$ cat src/rtl/hdlc_tx_sequencer_if.sv
// hdlc_tx_sequencer_if: payload stream, abort/status and HDLC register bus bundle for hdlc_tx_sequencer
interface hdlc_tx_sequencer_if;
  logic       S_Valid, S_Ready, S_Last, Abort_Req;
  logic [7:0] S_Data;
  logic       Busy, Frame_Done, Frame_Aborted, Frame_Err;
  logic [7:0] Frame_Len;
  logic [2:0] Address;
  logic       WriteEnable, ReadEnable;
  logic [7:0] DataIn, DataOut;
  modport master (
    input  S_Valid, S_Data, S_Last, Abort_Req, DataOut,
    output S_Ready, Busy, Frame_Done, Frame_Aborted, Frame_Err, Frame_Len,
           Address, WriteEnable, ReadEnable, DataIn
  );
  modport slave (
    output S_Valid, S_Data, S_Last, Abort_Req, DataOut,
    input  S_Ready, Busy, Frame_Done, Frame_Aborted, Frame_Err, Frame_Len,
           Address, WriteEnable, ReadEnable, DataIn
  );
endinterface

$ cat src/rtl/hdlc_tx_sequencer.sv
// hdlc_tx_sequencer: loads a payload into the HDLC Tx buffer, enables Tx and polls Tx_SC to completion; HDLC_TX_TIMEOUT_EN adds a poll watchdog
module hdlc_tx_sequencer #(
  parameter int MAX_FRAME      = 126,
  parameter int TIMEOUT_CYCLES = 65535
) (
  input logic Clk,
  input logic Rst,
  hdlc_tx_sequencer_if.master b
);
  typedef enum logic [3:0] {IDLE, LOAD, START, ARM, WAIT, ABORT_W, DRAIN, DONE, ABORTED, ERR} state_t;
  typedef enum logic [1:0] {C_ABORT, C_OVF, C_TMO} cause_t;
  state_t     state_q, state_d;
  cause_t     cause_q, cause_d;
  logic [7:0] cnt_q, cnt_d, len_q, len_d, din_q, din_d;
  logic [2:0] addr_q, addr_d;
  logic       we_q, we_d, re_q, re_d, smp_q, smp_d;
  logic       rdy, acc, ovf, polling, tmo;
  assign rdy     = !Rst && (state_q == IDLE || state_q == LOAD || state_q == DRAIN);
  assign acc     = b.S_Valid && rdy;
  assign ovf     = acc && !b.S_Last && cnt_q == 8'(MAX_FRAME);
  assign polling = state_q == ARM || state_q == WAIT;
`ifdef HDLC_TX_TIMEOUT_EN
  logic [15:0] tmr_q, tmr_d;
  always_comb tmr_d = polling ? tmr_q + 16'd1 : 16'd0;
  assign tmo = polling && tmr_q == 16'(TIMEOUT_CYCLES);
  always_ff @(posedge Clk) tmr_q <= Rst ? 16'd0 : tmr_d;
`else
  assign tmo = 1'b0;
`endif
  always_comb begin
    state_d = state_q;
    cause_d = cause_q;
    cnt_d   = cnt_q;
    len_d   = len_q;
    addr_d  = addr_q;
    din_d   = din_q;
    we_d    = 1'b0;
    re_d    = 1'b0;
    smp_d   = re_q;
    case (state_q)
      IDLE: if (acc) begin
        state_d = b.S_Last ? START : LOAD;
        cnt_d   = 8'd1;
        {we_d, addr_d, din_d} = {1'b1, 3'd1, b.S_Data};
      end
      LOAD: if (ovf || b.Abort_Req) begin
        state_d = ABORT_W;
        cause_d = ovf ? C_OVF : C_ABORT;
      end else if (acc) begin
        state_d = b.S_Last ? START : LOAD;
        cnt_d   = cnt_q + 8'd1;
        {we_d, addr_d, din_d} = {1'b1, 3'd1, b.S_Data};
      end
      START: begin
        state_d = ARM;
        len_d   = cnt_q;
        {we_d, addr_d, din_d} = {1'b1, 3'd0, 8'h02};
      end
      ARM, WAIT: begin
        addr_d = 3'd0;
        if (smp_q && b.DataOut[3]) state_d = ABORTED;
        else if (smp_q && state_q == WAIT && b.DataOut[0]) state_d = DONE;
        else if (b.Abort_Req || tmo) begin
          state_d = ABORT_W;
          cause_d = b.Abort_Req ? C_ABORT : C_TMO;
        end else if (smp_q && !b.DataOut[0]) state_d = WAIT;
        re_d = !re_q && (state_d == ARM || state_d == WAIT);
      end
      ABORT_W: begin
        state_d = cause_q == C_ABORT ? ABORTED : cause_q == C_OVF ? DRAIN : ERR;
        {we_d, addr_d, din_d} = {1'b1, 3'd0, 8'h04};
      end
      DRAIN: if (acc && b.S_Last) state_d = ERR;
      default: state_d = IDLE;
    endcase
  end
  always_ff @(posedge Clk) begin
    if (Rst) begin
      state_q <= IDLE;
      cause_q <= C_ABORT;
      cnt_q   <= 8'd0;
      len_q   <= 8'd0;
      addr_q  <= 3'd0;
      din_q   <= 8'd0;
      we_q    <= 1'b0;
      re_q    <= 1'b0;
      smp_q   <= 1'b0;
    end else begin
      state_q <= state_d;
      cause_q <= cause_d;
      cnt_q   <= cnt_d;
      len_q   <= len_d;
      addr_q  <= addr_d;
      din_q   <= din_d;
      we_q    <= we_d;
      re_q    <= re_d;
      smp_q   <= smp_d;
    end
  end
  assign b.S_Ready       = rdy;
  assign b.Busy          = state_q != IDLE;
  assign b.Frame_Done    = state_q == DONE;
  assign b.Frame_Aborted = state_q == ABORTED;
  assign b.Frame_Err     = state_q == ERR;
  assign b.Frame_Len     = len_q;
  assign b.Address       = addr_q;
  assign b.WriteEnable   = we_q;
  assign b.ReadEnable    = re_q;
  assign b.DataIn        = din_q;
endmodule

$ cat src/flat_wrapper.sv
// flat-port wrapper written by rule: the top's interface ports become plain ports
module hdlc_tx_sequencer_flat 
#(
  parameter int MAX_FRAME      = 126,
  parameter int TIMEOUT_CYCLES = 65535
)
  (Clk, Rst, b_S_Valid, b_S_Data, b_S_Last, b_Abort_Req, b_DataOut, b_S_Ready, b_Busy, b_Frame_Done, b_Frame_Aborted, b_Frame_Err, b_Frame_Len, b_Address, b_WriteEnable, b_ReadEnable, b_DataIn);
  hdlc_tx_sequencer_if b_i ();
  input logic Clk;
  input logic Rst;
  input wire logic [$bits(b_i.S_Valid)-1:0] b_S_Valid;
  input wire logic [$bits(b_i.S_Data)-1:0] b_S_Data;
  input wire logic [$bits(b_i.S_Last)-1:0] b_S_Last;
  input wire logic [$bits(b_i.Abort_Req)-1:0] b_Abort_Req;
  input wire logic [$bits(b_i.DataOut)-1:0] b_DataOut;
  output wire logic [$bits(b_i.S_Ready)-1:0] b_S_Ready;
  output wire logic [$bits(b_i.Busy)-1:0] b_Busy;
  output wire logic [$bits(b_i.Frame_Done)-1:0] b_Frame_Done;
  output wire logic [$bits(b_i.Frame_Aborted)-1:0] b_Frame_Aborted;
  output wire logic [$bits(b_i.Frame_Err)-1:0] b_Frame_Err;
  output wire logic [$bits(b_i.Frame_Len)-1:0] b_Frame_Len;
  output wire logic [$bits(b_i.Address)-1:0] b_Address;
  output wire logic [$bits(b_i.WriteEnable)-1:0] b_WriteEnable;
  output wire logic [$bits(b_i.ReadEnable)-1:0] b_ReadEnable;
  output wire logic [$bits(b_i.DataIn)-1:0] b_DataIn;
  assign b_i.S_Valid = b_S_Valid;
  assign b_i.S_Data = b_S_Data;
  assign b_i.S_Last = b_S_Last;
  assign b_i.Abort_Req = b_Abort_Req;
  assign b_i.DataOut = b_DataOut;
  assign b_S_Ready = b_i.S_Ready;
  assign b_Busy = b_i.Busy;
  assign b_Frame_Done = b_i.Frame_Done;
  assign b_Frame_Aborted = b_i.Frame_Aborted;
  assign b_Frame_Err = b_i.Frame_Err;
  assign b_Frame_Len = b_i.Frame_Len;
  assign b_Address = b_i.Address;
  assign b_WriteEnable = b_i.WriteEnable;
  assign b_ReadEnable = b_i.ReadEnable;
  assign b_DataIn = b_i.DataIn;
  hdlc_tx_sequencer #(.MAX_FRAME(MAX_FRAME), .TIMEOUT_CYCLES(TIMEOUT_CYCLES)) u_core (.Clk(Clk), .Rst(Rst), .b(b_i));
endmodule
$ cat config.mk
export PLATFORM = sky130hd
export DESIGN_NAME = hdlc_tx_sequencer_flat
export DESIGN_NICKNAME = d
export VERILOG_FILES = /design/src/rtl/hdlc_tx_sequencer_if.sv /design/src/rtl/hdlc_tx_sequencer.sv /design/src/flat_wrapper.sv
export SDC_FILE = /design/constraint.sdc
export NUM_CORES = 1
export LEC_CHECK = 0
export BUFFER_PORTS_ARGS = -buffer_cell sky130_fd_sc_hd__buf_2
export CORE_MARGIN = 4
export CORE_UTILIZATION = 40
export DETAILED_ROUTE_END_ITERATION = 10
export HOLD_SLACK_MARGIN = 0.03
export SLEW_MARGIN = 10
export SYNTH_ARGS = -nofsm -noshare
export SYNTH_HDL_FRONTEND = slang
export SYNTH_SLANG_ARGS = --single-unit
$ cat constraint.sdc
create_clock -name Clk -period 2.6 [get_ports Clk]
set_clock_uncertainty 0.2 [all_clocks]
set_input_delay 0.52 -clock Clk [delete_from_list [all_inputs] [get_ports Clk]]
set_output_delay 0.52 -clock Clk [all_outputs]
set_load 0.03 [all_outputs]
==> results.py <==
metrics = {
    "status": {
        "status": "completed",
    },
    "power_and_ir_drop": {
        "leakagePower_nw": 0.863,
        "ir_worst_vdd_v": 0.000395,
        "powerDensity_mw_per_mm2": 832,
    },
    "global_route": {
        "grt_pass1_vias": 1491,
        "grt.overflow.total": 0,
        "grt_max_degree": 26,
        "grt.total_usage": 0.168,
        "grt_pass1_wl_um": 7070,
        "antenna_found_initial": 0,
    },
    "synthesis": {
        "synth.ff_latch_count": 33,
        "synth_async_sr_flop_share": 0,
        "synth_cell_types": 51,
        "synth_edf_count": 0,
        "yosysWarnings": 0,
        "synth_area_mm2": 0.00175,
        "syn_avg_cell_area_um2": 8.29,
        "synthFlopType": "dfxtp_1",
        "synthCells": 211,
        "synth-seq-area-share": 0.378,
    },
    "floorplan": {
        "die_w_um": 74.1,
        "ios": 47,
        "start_util": 0.425,
        "die_area_mm2": 0.00550,
        "core_mm2": 0.00412,
        "dieHeight_um": 74.1,
        "rows": 23,
    },
    "clock_tree": {
        "ctsHoldBuffers": 0,
        "cts_root_buf": "clkbuf_8",
        "cts.path.max_buffers": 2,
        "postCtsSetupBuffers": 0,
        "cts_tree": "done",
        "htreeDepth": 2,
        "clk_latency_ns": 0.29,
        "clkSinkCount": 33,
        "cts.clk_slew.worst_paths_ns": 0.07,
        "cts_buffers": 5,
        "cts.repair.resized": 0,
    },
    "timing": {
        "setup_violations": 0,
        "max_freq_ghz": 0.431,
        "rsz0062_at_grt": "no",
        "setup-tns-final_ns": 0,
        "hold_viol_final": 0,
        "drv_slew": 0,
        "finalHoldWorstSlack_ns": 0.252,
        "tightest_slew_ns": 0.702,
        "min_period_ns": 2.32,
        "timing.final.crit_share": 0.892,
        "slew_headroom": 0.532,
    },
    "cells_and_area": {
        "areaGrowthSynthToFinish_pct": 19.7,
        "num_antenna_cells": 0,
        "post-route-util": 0.509,
        "fin_nets": 273,
        "layout-drive-gt1-share": 0.259,
    },
    "setup_path": {
        "startpoint": "u_core.state_q[3]",
        "cp-start-kind": "flip-flop",
        "reg2reg_slack_ns": 0.33,
        "r2r-end": "u_core.b.DataIn[2]",
        "endpoint": "b_Busy",
        "crit_fanout": 16,
        "critical_path_class": "reg2out",
        "required_ns": 1.88,
        "reg2reg_from": "u_core.cnt_q[1]",
        "r2r_cells": 6,
        "end_kind": "primary output",
        "worst_ep_arrival_time_ns": 1.60,
    },
    "detailed_routing": {
        "drc": 0,
        "post_drt_wl_per_cell_um": 14.0,
        "drt-initial-drc-count": 153,
        "ant_nets": 0,
        "routed_via_density": 5.36,
        "vias": 1614,
        "totalWireLength_um": 4210,
        "drtPass1Iterations": 4,
    },
    "placed_design": {
        "numPortBuffers": 38,
        "dp_hpwl_um": 3080,
        "gp_congestion": 0.843,
    },
    "hold_path": {
        "hold_path.class": "reg2reg",
    },
    "job": {
        "drv_cap": 0,
    },
}
[worst min path at each step]
stage                          start               endpoint  slack [ns]  cells after the start
6_report       u_core.b.Frame_Len[4]  u_core.b.Frame_Len[4]        0.25                      2
5_1_grt        u_core.b.Frame_Len[2]  u_core.b.Frame_Len[2]        0.27                      2
4_1_cts        u_core.b.Frame_Len[4]  u_core.b.Frame_Len[4]        0.25                      2
3_5_place_dp   u_core.b.Frame_Len[4]  u_core.b.Frame_Len[4]        0.24                      2
3_3_place_gp      u_core.b.DataIn[1]     u_core.b.DataIn[1]        0.24                      2
2_1_floorplan        u_core.cnt_q[5]  u_core.b.Frame_Len[5]        0.25                      2
[cells in the mapped netlist, drive strengths merged (2+ instances only)]
master   number  area, µm²
a21oi        19       98.9
or2           3       18.8
a211oi        4       30.0
dfxtp        33        661
nand2        34        130
buf           9       53.8
a2111oi       3       57.6
nor4b         2       38.8
o21ai         4       23.8
a21o          3       22.5
and3          2       12.5
o211ai        3       27.5
a211o         3       26.3
nand3         4       20.0
nand2b        4       25.0
o22ai         2       12.5
xnor2         4       35.0
clkbuf        3       11.3
inv           4       15.0
nor4bb        2       20.0
nor3          8       50.1
ha            2       25.0
nor2         27        101
a22oi         7       52.6
nor2b         5       31.3
xor2          2       17.5
a21boi        2       15.0
[metal layers]
metal | GRT usage | routed length, µm | vias to the layer above
met5 | 0 | 0 | -
met4 | 0.0543 | 38 | 0
li1 | - | - | 824
met3 | 0.0541 | 333 | 4
met2 | 0.238 | 1750 | 52
met1 | 0.239 | 2090 | 734
[area by class of cell]
type,count,area [µm²]
timing repair buffer,43,228
inverter,4,15.0
clock buffer,7,86.3
tap,50,62.6
multi-input combinational,163,1010
fill,394,2020
clock inverter,1,30.0
sequential,33,661
[placed cells by master (no fill, tap or decap), types with 3 or more instances in the layout]
cell,synthesis,layout
nand2_1,33,33
a211oi_1,4,4
nand2b_1,4,4
a21oi_1,18,18
nor2b_1,5,5
xnor2_1,4,4
nor2_1,27,27
clkbuf_8,0,6
nand3_1,4,4
a22oi_1,7,7
dfxtp_1,33,33
buf_2,4,38
a211o_1,3,3
buf_4,4,5
inv_1,4,4
a21o_1,3,3
nor3_1,6,6
[flip-flops by register name (all words and copies together), names as in the netlist]
register	count
u_core.b.Address	1
u_core.b.DataIn	8
u_core.b.Frame_Len	8
u_core.b.ReadEnable	1
u_core.b.WriteEnable	1
u_core.cause_q	1
u_core.cnt_q	8
u_core.smp_q	1
u_core.state_q	4
[worst max-delay path, stage by stage, from the launching register on]
cell,delay [ns]
dfxtp_1,0.78
nor2_1,0.19
nand2_1,0.14
buf_2,0.21
[cells by family after synthesis]
family	synth area share
other cells	0.00214
simple gates	0.271
mux	0.0122
fa+ha+maj	0.0143
flops	0.378
xor+xnor	0.0300
compound gates	0.247
buf+inv	0.0458
[stage by stage]
stage	setup WS [ns]	total power, mW	area, µm²	instances
6_report	0.282	1.74	2090	301
5_1_grt	0.0570	1.84	2090	301
4_1_cts	0.283	1.76	2090	301
3_5_place_dp	0.257	1.25	1980	293
3_3_place_gp	0.289	1.25	1980	293
2_1_floorplan	0.346	1.09	1750	212
[power by group]
part           switching, mW  internal, mW
combinational          0.380         0.225
clock                  0.192         0.312
sequential            0.0808         0.553
Power figures use the tool's default switching activity.
